## src/rtl/vending_machine_if.sv

```systemverilog
// vending_machine_if
//   Groups the price-table / purchase datapath signals of vending_machine.
//   Signals:
//     product_id   [2:0]  selected product, 0..7
//     price0..7    [7:0]  price inputs, loaded every cycle out of reset
//     amount_paid  [7:0]  credit inserted, 0 means no payment
//     decoder_out  [7:0]  one-hot decode of product_id
//     state        [1:0]  purchase FSM state
//     price        [7:0]  registered price of the selected product
//     change       [7:0]  change due
//   Modports:
//     master : keypad/coin front end side (drives selection, prices, credit)
//     slave  : vending_machine side
interface vending_machine_if;
    logic [2:0] product_id;
    logic [7:0] price0;
    logic [7:0] price1;
    logic [7:0] price2;
    logic [7:0] price3;
    logic [7:0] price4;
    logic [7:0] price5;
    logic [7:0] price6;
    logic [7:0] price7;
    logic [7:0] amount_paid;
    logic [7:0] decoder_out;
    logic [1:0] state;
    logic [7:0] price;
    logic [7:0] change;

    modport master (
        output product_id, price0, price1, price2, price3,
               price4, price5, price6, price7, amount_paid,
        input  decoder_out, state, price, change
    );

    modport slave (
        input  product_id, price0, price1, price2, price3,
               price4, price5, price6, price7, amount_paid,
        output decoder_out, state, price, change
    );
endinterface

```

## src/rtl/vending_machine.sv

```systemverilog
// vending_machine
//   Price-table and change-calculation core. Holds eight 8-bit product
//   prices in registers, selects one by product_id, decodes product_id to
//   one-hot, computes change and runs a 4-state purchase FSM.
//   Ports:
//     clk    : clock, all state updates on the rising edge
//     reset  : synchronous, active-low reset
//     vm     : vending_machine_if.slave (selection, prices, credit in;
//              decoder_out, state, price, change out)
//   Configuration:
//     VM_CHANGE_SAT_EN : when defined, change saturates to 0 on underpay;
//                        otherwise change is the raw 8-bit wrapped difference.
module vending_machine (
    input  logic              clk,
    input  logic              reset,
    vending_machine_if.slave  vm
);

    typedef enum logic [1:0] {
        IDLE     = 2'b00,
        CHECK    = 2'b01,
        DISPENSE = 2'b10,
        SHORT    = 2'b11
    } state_e;

    logic [7:0] price_q [8];
    state_e     state_q;
    state_e     state_d;
    logic [7:0] price_sel;
    logic [7:0] diff;
    logic       paid_enough;

    // Price table: reload every cycle while out of reset.
    always_ff @(posedge clk) begin
        if (!reset) begin
            for (int unsigned i = 0; i < 8; i++) begin
                price_q[i] <= '0;
            end
        end else begin
            price_q[0] <= vm.price0;
            price_q[1] <= vm.price1;
            price_q[2] <= vm.price2;
            price_q[3] <= vm.price3;
            price_q[4] <= vm.price4;
            price_q[5] <= vm.price5;
            price_q[6] <= vm.price6;
            price_q[7] <= vm.price7;
        end
    end

    assign price_sel   = price_q[vm.product_id];
    assign paid_enough = (vm.amount_paid >= price_sel);
    assign diff        = vm.amount_paid - price_sel;

    always_ff @(posedge clk) begin
        if (!reset) begin
            state_q <= IDLE;
        end else begin
            state_q <= state_d;
        end
    end

    // Compares use the price currently selected, so a product_id change
    // mid-purchase is honoured on the very next compare.
    always_comb begin
        state_d = state_q;
        case (state_q)
            IDLE:     state_d = (vm.amount_paid == '0) ? IDLE : CHECK;
            CHECK:    state_d = paid_enough ? DISPENSE : SHORT;
            DISPENSE: state_d = IDLE;
            SHORT: begin
                if (vm.amount_paid == '0) begin
                    state_d = IDLE;
                end else if (paid_enough) begin
                    state_d = DISPENSE;
                end else begin
                    state_d = SHORT;
                end
            end
            default:  state_d = IDLE;
        endcase
    end

    assign vm.decoder_out = 8'b0000_0001 << vm.product_id;
    assign vm.state       = state_q;
    assign vm.price       = price_sel;

`ifdef VM_CHANGE_SAT_EN
    assign vm.change = paid_enough ? diff : '0;
`else
    assign vm.change = diff;
`endif

endmodule

```

## src/flat_wrapper.sv

```systemverilog
// flat-port wrapper written by rule: the top's interface ports become plain ports
module vending_machine_flat 
  (clk, reset, vm_product_id, vm_price0, vm_price1, vm_price2, vm_price3, vm_price4, vm_price5, vm_price6, vm_price7, vm_amount_paid, vm_decoder_out, vm_state, vm_price, vm_change);
  vending_machine_if vm_i ();
  input  logic clk;
  input  logic reset;
  input wire logic [$bits(vm_i.product_id)-1:0] vm_product_id;
  input wire logic [$bits(vm_i.price0)-1:0] vm_price0;
  input wire logic [$bits(vm_i.price1)-1:0] vm_price1;
  input wire logic [$bits(vm_i.price2)-1:0] vm_price2;
  input wire logic [$bits(vm_i.price3)-1:0] vm_price3;
  input wire logic [$bits(vm_i.price4)-1:0] vm_price4;
  input wire logic [$bits(vm_i.price5)-1:0] vm_price5;
  input wire logic [$bits(vm_i.price6)-1:0] vm_price6;
  input wire logic [$bits(vm_i.price7)-1:0] vm_price7;
  input wire logic [$bits(vm_i.amount_paid)-1:0] vm_amount_paid;
  output wire logic [$bits(vm_i.decoder_out)-1:0] vm_decoder_out;
  output wire logic [$bits(vm_i.state)-1:0] vm_state;
  output wire logic [$bits(vm_i.price)-1:0] vm_price;
  output wire logic [$bits(vm_i.change)-1:0] vm_change;
  assign vm_i.product_id = vm_product_id;
  assign vm_i.price0 = vm_price0;
  assign vm_i.price1 = vm_price1;
  assign vm_i.price2 = vm_price2;
  assign vm_i.price3 = vm_price3;
  assign vm_i.price4 = vm_price4;
  assign vm_i.price5 = vm_price5;
  assign vm_i.price6 = vm_price6;
  assign vm_i.price7 = vm_price7;
  assign vm_i.amount_paid = vm_amount_paid;
  assign vm_decoder_out = vm_i.decoder_out;
  assign vm_state = vm_i.state;
  assign vm_price = vm_i.price;
  assign vm_change = vm_i.change;
  vending_machine u_core (.clk(clk), .reset(reset), .vm(vm_i));
endmodule
```

## config.mk

```make
export PLATFORM = sky130hd
export DESIGN_NAME = vending_machine_flat
export DESIGN_NICKNAME = d
export VERILOG_FILES = /design/src/rtl/vending_machine_if.sv /design/src/rtl/vending_machine.sv /design/src/flat_wrapper.sv
export SDC_FILE = /design/constraint.sdc
export NUM_CORES = 1
export LEC_CHECK = 0
export ABC_AREA = 1
export CORE_UTILIZATION = 25
export DETAILED_ROUTE_END_ITERATION = 6
export DONT_BUFFER_PORTS = 1
export SYNTH_ARGS = -nofsm -noshare
export SYNTH_HDL_FRONTEND = slang
export SYNTH_SLANG_ARGS = --single-unit
```

## constraint.sdc

```tcl
create_clock -name clk -period 7.1 [get_ports clk]
set_clock_uncertainty 0.1 [all_clocks]
set_input_delay 1.42 -clock clk [delete_from_list [all_inputs] [get_ports clk]]
set_output_delay 1.42 -clock clk [all_outputs]
set_load 0.05 [all_outputs]
```

Yosys cells after proc, flatten, opt, wreduce, memory -nomap -nowiden --
Memories as Yosys holds them, arrays and structs flattened. Index checks and enable logic that the tools add are counted.
Cells by class: magnitude comparators 1, muxes and demuxes 14, bitwise logic cells 8, equal/unequal tests 3, add/subtract/negate cells 1, reduce and logical (&&, ||, !) cells 2, shift-type cells 1
Operators by type and width (number):
- $mux 8 | 8
- $ge 8x8->1 | 1
- $logic_not 8->1 | 1
- $or 1x1->1 | 8
- $pmux 2 s4 | 1
- $shl 1x3->8 const A | 1
- $sub 8x8->8 | 1
- $eq 2x2->1 const B | 2
- $mux 1 | 4
- $eq 2x1->1 const B | 1
- $logic_not 2->1 | 1
- $mux 2 | 1
Storage, ports and cells: memories kept 1, output and inout port bits 26, register bits 2, memory bits (writable) 64, bits of input ports 77, logic and storage cells 32
Memory list:
- u_core.price_q | words 8, bits a word 8, rd ports 1, clocked after Yosys merged registers in 0, write ports 8, RTL line vending_machine.sv:26 | logic [7:0] price_q [8];

Longest topological paths before layout --
Gate-level depths: netlist of the first run. An unclocked memory read counts as a cell.
depth after elaboration 5, depth in mapped cells 15

Worst setup path after synthesis of the first run --
No wires, ideal clock.
path type in2out, start input vm_product_id[2], end output vm_change[6], cell stages on the path 13, arrival time 4.168 ns, data required time 5.580 ns, path slack 1.412 ns, cell sequence clkbuf_1 > inv_1 > buf_1 > nand2_1 > nand2_1 > ha_1 > fa_1 > inv_1 > nand3_1 > nand2_1 > nand2_1 > nand2_1 > xor2_1
Between the ends: cells in the longest elaborated chain, start to end 2
Ends and longest elaborated chain:
- start, declared | RTL line flat_wrapper.sv:7 | input wire logic [$bits(vm_i.product_id)-1:0] vm_product_id;
- $mem_v2 8x8
- net vm_price[0] | RTL line flat_wrapper.sv:19 | output wire logic [$bits(vm_i.price)-1:0] vm_price;
- $sub 8x8->8 | RTL line vending_machine.sv:53 | assign diff = vm.amount_paid - price_sel;
- end, declared | RTL line flat_wrapper.sv:20 | output wire logic [$bits(vm_i.change)-1:0] vm_change;
The timed path passes the listed nets, and every way through them passes these cells.

Worst setup path after layout of the first run --
start input vm_product_id[0], end output vm_change[6]
The elaborated chain is that of the path after synthesis.

==> results of run 1 <==
==> cell type report <==
cell class	instances	area share
clock buffer	9	0.0670
clock inverter	6	0.0272
sequential	66	0.393
multi-input combinational	240	0.347
tap	143	0.0533
timing repair buffer	4	0.00894
inverter	92	0.103
==> cells by family after synthesis <==
group                      count (synthesis)  synth area share
and+or+nand+nor                          206             0.287
DFF                                       66             0.452
buffers and inverters                    106             0.148
AOI/OAI and AO/OA                         21            0.0600
xor gates and xnor gates                   4            0.0120
adders and majority gates                  9            0.0411
==> synth_stat cells (all sizes together) <==
cell	count	area, µm²
o21bai	1	7.51
a22oi	14	135
a21oi	4	20.0
nand4	9	56.3
dfxtp	66	1320
o21a	1	7.51
o21ai	1	5.00
ha	8	100
inv	92	345
clkbuf	4	15.0
xor2	3	26.3
xnor2	1	8.76
fa	1	20.0
nand2	165	629
nand3	11	55.1
buf	10	72.6
nor2	21	96.3
==> report_power, final <==
group          internal [W]  switching [W]  total (W)
Combinational     0.0000441       0.000130   0.000174
Sequential         0.000392      0.0000146   0.000407
Clock              0.000306       0.000157   0.000463
Total              0.000742       0.000301    0.00104
==> worst max path at each step <==
stage	startpoint	to	slack, ns	depth (start not counted)
after CTS	vm_product_id[0]	vm_change[6]	1.48	14
after detailed placement	vm_product_id[0]	vm_change[6]	1.48	14
after floorplan	vm_product_id[2]	vm_change[6]	1.41	13
final	vm_product_id[0]	vm_change[6]	1.48	14
after global routing	vm_product_id[0]	vm_change[7]	1.19	14
after global placement	vm_product_id[0]	vm_change[7]	1.59	14
==> sequential cells by signal (all words and copies together) (netlist names) <==
register and cells:
u_core.price_q 64, u_core.vm.state 2
==> layer usage <==
metal	global-route usage	vias to the layer above
li1	-	1210
met3	0.0423	8
met2	0.217	93
met4	0.0395	0
met1	0.146	1030
met5	0	-
==> worst register-to-register path: cells and delay by family, from the launching register on <==
kind,cells,cell delay (ns)
AOI/OAI and AO/OA,2,0.24
adders and majority gates,2,0.81
buffers and inverters,1,0.07
DFF,1,0.30
and+or+nand+nor,7,0.80
==> stage by stage <==
stage,cell area (µm²),instances,hold slack [ns]
floorplan,2920,412,0.610
global placement,3040,545,0.632
detailed placement,3040,545,0.639
CTS,3360,560,0.651
global route,3360,560,0.715
finish,3360,560,0.647
==> reports/results.txt, run 1 <==
The latest clock arrival within the worst-skew pair was 0.33 ns. The netlist uses 25 different library cells. Critical-path cell with the highest stage delay: nor2_2. The tools report the synthesized cell area as 2920 µm². Counting stages on the worst path, the most repeated cell is nand2_1. The number of vias per cell is 4.18. The first global-routing pass estimated 11.0 mm of wire.

The width of the die was 110 µm; the worst-case setup slack after placement was 1.48 ns. The post-route fraction of the period consumed by the critical path was 0.791; the number of buffers created by CTS was 9. After detailed routing, the wire length on met1 is 3.09 mm. The number of antenna violations at the first check in global routing was 0; the number of input and output port buffers inserted was 0. The pre-antenna-repair detailed-routing pass consisted of 6 iterations. The final count of pins violating max slew was 0. In the final timing run, aggregate negative setup slack is 0 ns. Post-synthesis average cell area: 7.09 µm².

Summed over all cells, the static leakage comes to 1.92 nW. The setup check on the worst reg-to-reg path leaves a slack of 4.66 ns. The number of resized instances in the post-cts repair step was 0; the total via count after detailed routing was 2341. Proportion of layout cells with a drive suffix above 1: 0.0863. The initialized floorplan defines 39 standard-cell rows. For the filler cell count in the final layout, the log shows 1245. The multi-input combinational cells in the finished layout cover a total of 1170 µm². The worst hold path terminates at u_core.vm.state[1].

The highest metal layer carrying signal wires in the routed design is met4. Final net count: 499. Detailed placement finished with a half-perimeter wire length of 5.53 mm. The tools report the wire length on met2 as 3.34 mm.

The run gives 0.130 mV as the peak supply drop. The run gives 12100 µm² as the floorplan die area. The run gives 412 as the number of instances in the synthesized netlist. Data arrives at the worst endpoint at 4.10 ns. Maximum fanout along the worst path: 11. The startpoint identified for the worst hold timing path is u_core.vm.state[1].

The startpoint identified for the worst register-to-register timing path is u_core.price_q[7][0]. The library cell used most frequently in the layout, excluding fill and tap cells, is nand2_1. The depth of the CTS H-tree was 3. Entering global routing, the biggest net connects 67 pins. The number of failing hold endpoints at the final stage came out at 0. Synthesized netlist net count: 498.

After detailed routing, the number of remaining DRC violations is 0. By startpoint and endpoint, the worst setup path is classified as in2out. The library cells used most frequently in the layout, excluding fill and tap cells, are 161 x nand2_1, 88 x inv_1, 66 x dfxtp_1. The signal on the critical path passes through nor2_2 > buf_4 > nand2_1 > nand4_1 > nand2_1 > nand2_1 > inv_1 > ha_1 > a21oi_1 > nand2_1 > nand2_1 > nand2_1 > xor2_1 > buf_4.

The power per cell area is 311 nW/µm². The worst flop-to-flop path endpoint was u_core.vm.state[0]. The repair_antennas step left the layout with diodes totalling 0. No sink is reached through more buffers than the 2 on the longest clock path.

The run gives 0.294 as the post-route core utilization. In the final routed layout, each cell accounts on average for 12.7 µm. TritonCTS built the clock tree. The tools report the total global-route track usage as 0.126. The final wirelength is 7.13 mm, and the number of endpoints failing setup at the final stage is 0. Along the worst hold path, the cell count comes to 3.

The largest single stage delay on the critical path is 0.46 ns. The number of setup buffers added after CTS is 0, and the via count of the first global-routing pass is 2357. DRC marker count from the first detailed-route iteration: 116. The least setup slack across all paths after layout came out at 1.48 ns. From synthesis to final layout, the design area changed by 15.0%. Clock-pin slew was measured on the worst setup and hold paths at 0.05 ns. The family of cells with the greatest summed delay on the critical path was simple AND/OR/NAND/NOR gates. For this run, the number of Yosys warnings is 0. Summed over all nets, wire length on met3 after detailed routing comes to 624 µm. STA puts the critical path data required time at 5.58 ns. The tool flagged a number of max-cap violations equal to 0. The tree built by TritonCTS fans out to 66 sinks. The share of synthesized area occupied by flip-flops and latches was 0.452; the post-detailed-route count of antenna-violating nets was 0.

In this run the count of I/O pins placed on the die edge is 103. The total congestion overflow after global routing is 0, and the transition at the pin with the smallest max-transition slack is 1.10 ns. The floorplan step set the die height to 110 µm. For this run, the top clock speed supported by timing is 0.178 GHz. For the starting density of the core, the log shows 0.256. The flow ran to the end, and the final reports show no timing, DRC or antenna violations. Counting both buffers and inverters, the worst setup path holds a total of 3. The run gives 11400 µm² as the placeable core region. Registers take 1320 µm². STA classifies the critical path startpoint as a primary input. Buffers inserted to repair hold after CTS numbered 0. Path category of the worst min-delay check: reg2reg. Power comes to 0.00104 W.

The time the worst path needs with I/O delays and setup is 5.62 ns. The relative max-transition margin was 0.260; the length in cells of the worst reg-to-reg path was 12. Setup repair after global routing left no endpoint under its margin.

CTS placed an instance of clkbuf_16 at the clock tree root. The tools report the type of destination of the critical path as an output port. In this run, synthesis produced a sequential element count of 66. At the end of routability-driven placement, the weighted congestion stood at 0.787.
(Power assumes the default switching activity.)
==> inputs of run 2 (changes only) <==
==> constraint.sdc (replaced) <==
create_clock -name clk -period 5.3 [get_ports clk]
set_clock_uncertainty 0.1 [all_clocks]
set_input_delay 1.06 -clock clk [delete_from_list [all_inputs] [get_ports clk]]
set_output_delay 1.06 -clock clk [all_outputs]
set_load 0.05 [all_outputs]
==> run 2 against run 1 <==
Net effect:
- the flow now finishes with violations (DRC)
- hold slack better by 0.0020 ns
- first-iteration DRC count down 8.6%
- sequential share of layout area is 0.10 points lower
- register-to-register slack worse by 1.4 ns
- combinational power is 43% higher
- critical path type unchanged
- clock power increased by 17%
- worst setup slack lost 0.58 ns
- non-clock buffer count increased by 6
- highest routed layer unchanged
==> reports/results.txt, run 2 (same netlist as run 1, synthesis figures left out) <==
The run finished, with violations left. The checks that failed: DRC. After the last flow step, the layout net total stands at 505.

Setup repair after global routing left no endpoint under its margin. Power per cell area: 396 nW/µm². The worst setup path is captured at an output port. The run gives 11400 µm² as the placeable core region. The logs give 5.57 mm for the HPWL reported at the end of detailed placement and 0.188 mV for the peak supply drop. The depth of the CTS H-tree came out at 3. The tools report the floorplan die area as 12100 µm².

The relative max-transition margin came out at 0.373. The first detailed-routing pass ran for 6 iterations. In this run, post-CTS repair resized a total of 0 instances. From synthesis to final layout, the design area changed by 15.3%. In this run the count of I/O pins placed on the die edge is 103.

The final count of pins violating max slew is 0, and the height of the chip is 110 µm. Dividing the detail-routed via count by the number of cells gives 4.29. After routing, the total negative slack on setup checks comes to 0 ns.

The register with the most flip-flops in the layout has 64 of them. The arrival time at the worst endpoint was 3.24 ns; the first-pass GRT wire length was 11.4 mm. After detailed routing, the number of remaining DRC violations is 2. For this design, the CTS-stage hold fixing added 0 buffers. At the placement stage, the worst setup path has a slack of 0.911 ns.

Across the run, the number of max-cap violations was 0. TritonCTS built the clock tree. In the final routed layout, each cell accounts on average for 13.0 µm. The critical path is of the in2out type.

The via count of the first global-routing pass was 2459. The run gives 2 as the number of buffers between clock root and the deepest sink. The floorplan step set the die width to 110 µm.

In this run the worst hold path is classified as reg2reg. The clock input transition at the sequential cells of the worst setup and hold paths was 0.05 ns; the post-detailed-route count of antenna-violating nets was 0. Setup slack closes at 0.901 ns. The post-route fraction of the period consumed by the critical path was 0.830. In this run the worst path has a maximum fanout of 17. The proportion of layout cells with a drive suffix above 1 is 0.101. The total overflow left after global routing is 0. Largest register by flop count: u_core.price_q. The tree built by TritonCTS fans out to 66 sinks. The number of failing hold endpoints at the final stage is 0. Total power for the finished layout comes to 0.00133 W.

The data required time at the worst endpoint was 4.14 ns; the number of antenna violations at the first check in global routing was 0. The number of antenna diodes in the final layout is 0. The library cell used most frequently in the layout, excluding fill and tap cells, is nand2_1. Clock latency on the worst-skew pair, taken at its later pin, is 0.33 ns. The logs give 0 for the number of setup buffers added after CTS and 0.129 for the total global-route track usage. The leakage power figure was 1.94 nW.

Clock tree synthesis inserted a total of 9 buffers. Final wirelength: 7.38 mm. The DRC marker count from the first detailed-route iteration is 106, and the maximum clock frequency is 0.227 GHz. Entering global routing, the biggest net connects 67 pins.

The starting density of the core came out at 0.256. Type of origin of the critical path: a primary input. Summing over every cut layer, the via total after detailed routing is 2432.

The final estimated routing congestion in global placement was 0.776. The worst path in the final design needs a cycle of 4.40 ns, including I/O delays and setup. Setup violations remaining at the end of the flow were counted as 0. The transition at the pin with the smallest max-transition slack was 0.937 ns.

The top cell types in the final layout, fill and taps aside, are 161 x nand2_1, 88 x inv_1, 66 x dfxtp_1. After routing the design area is 3370 µm². The floorplan row count was 39; the number of input and output port buffers inserted was 0. The tools report the placed standard-cell area as 3090 µm².

Clock tree root driver cell: clkbuf_16. The tools report the internal reg-to-reg setup slack as 3.24 ns.
==> run 2: final timing paths <==
path | startpoint | endpoint | cells after the start
max | vm_product_id[0] | vm_change[7] | 15
min reg2reg | u_core.vm.state[1] | u_core.vm.state[1] | 3
min | u_core.vm.state[1] | u_core.vm.state[1] | 3
max reg2reg | u_core.price_q[7][0] | u_core.vm.state[0] | 12
==> run 2: metal layers <==
layer / GRT usage / part of all wire / vias up
met5: 0 / 0 / -
met4: 0.0489 / 0.016 / 0
met3: 0.0417 / 0.10 / 12
met2: 0.213 / 0.46 / 109
met1: 0.155 / 0.42 / 1083
li1: - / - / 1228
==> run 2: layout make-up <==
| cell class | count | area [µm²] |
|---|---|---|
| multi-input combinational | 240 | 1170 |
| tap | 143 | 179 |
| clock buffer | 9 | 225 |
| clock inverter | 7 | 55.1 |
| sequential | 66 | 1320 |
| timing repair buffer | 10 | 75.1 |
| inverter | 92 | 345 |
| fill | 1250 | 8050 |
==> run 2: report_power, final <==
group	internal, W	switching [W]	total [W]
combinational	0.0000693	0.000180	0.000249
sequential	0.000525	0.0000184	0.000544
clock	0.000319	0.000222	0.000540
total	0.000913	0.000420	0.00133
==> run 2: worst max-delay path, stage by stage <==
cell	delay (ns)
inv_2	0.02
nor2_4	0.43
nand2_1	0.10
nand4_1	0.10
nand2_1	0.08
nand2_2	0.28
inv_1	0.09
ha_1	0.37
nand2_1	0.09
nor2_1	0.12
nand2_1	0.08
nand2_1	0.09
nand2_1	0.05
nand2_1	0.06
buf_4	0.19
==> run 2: through the flow <==
stage | utilization | hold slack [ns] | std cells
after floorplan | - | 0.610 | 412
after global placement | 0.270 | 0.632 | 551
after detailed placement | 0.270 | 0.641 | 551
after CTS | 0.295 | 0.654 | 567
after global routing | 0.295 | 0.706 | 567
final | 0.295 | 0.649 | 567
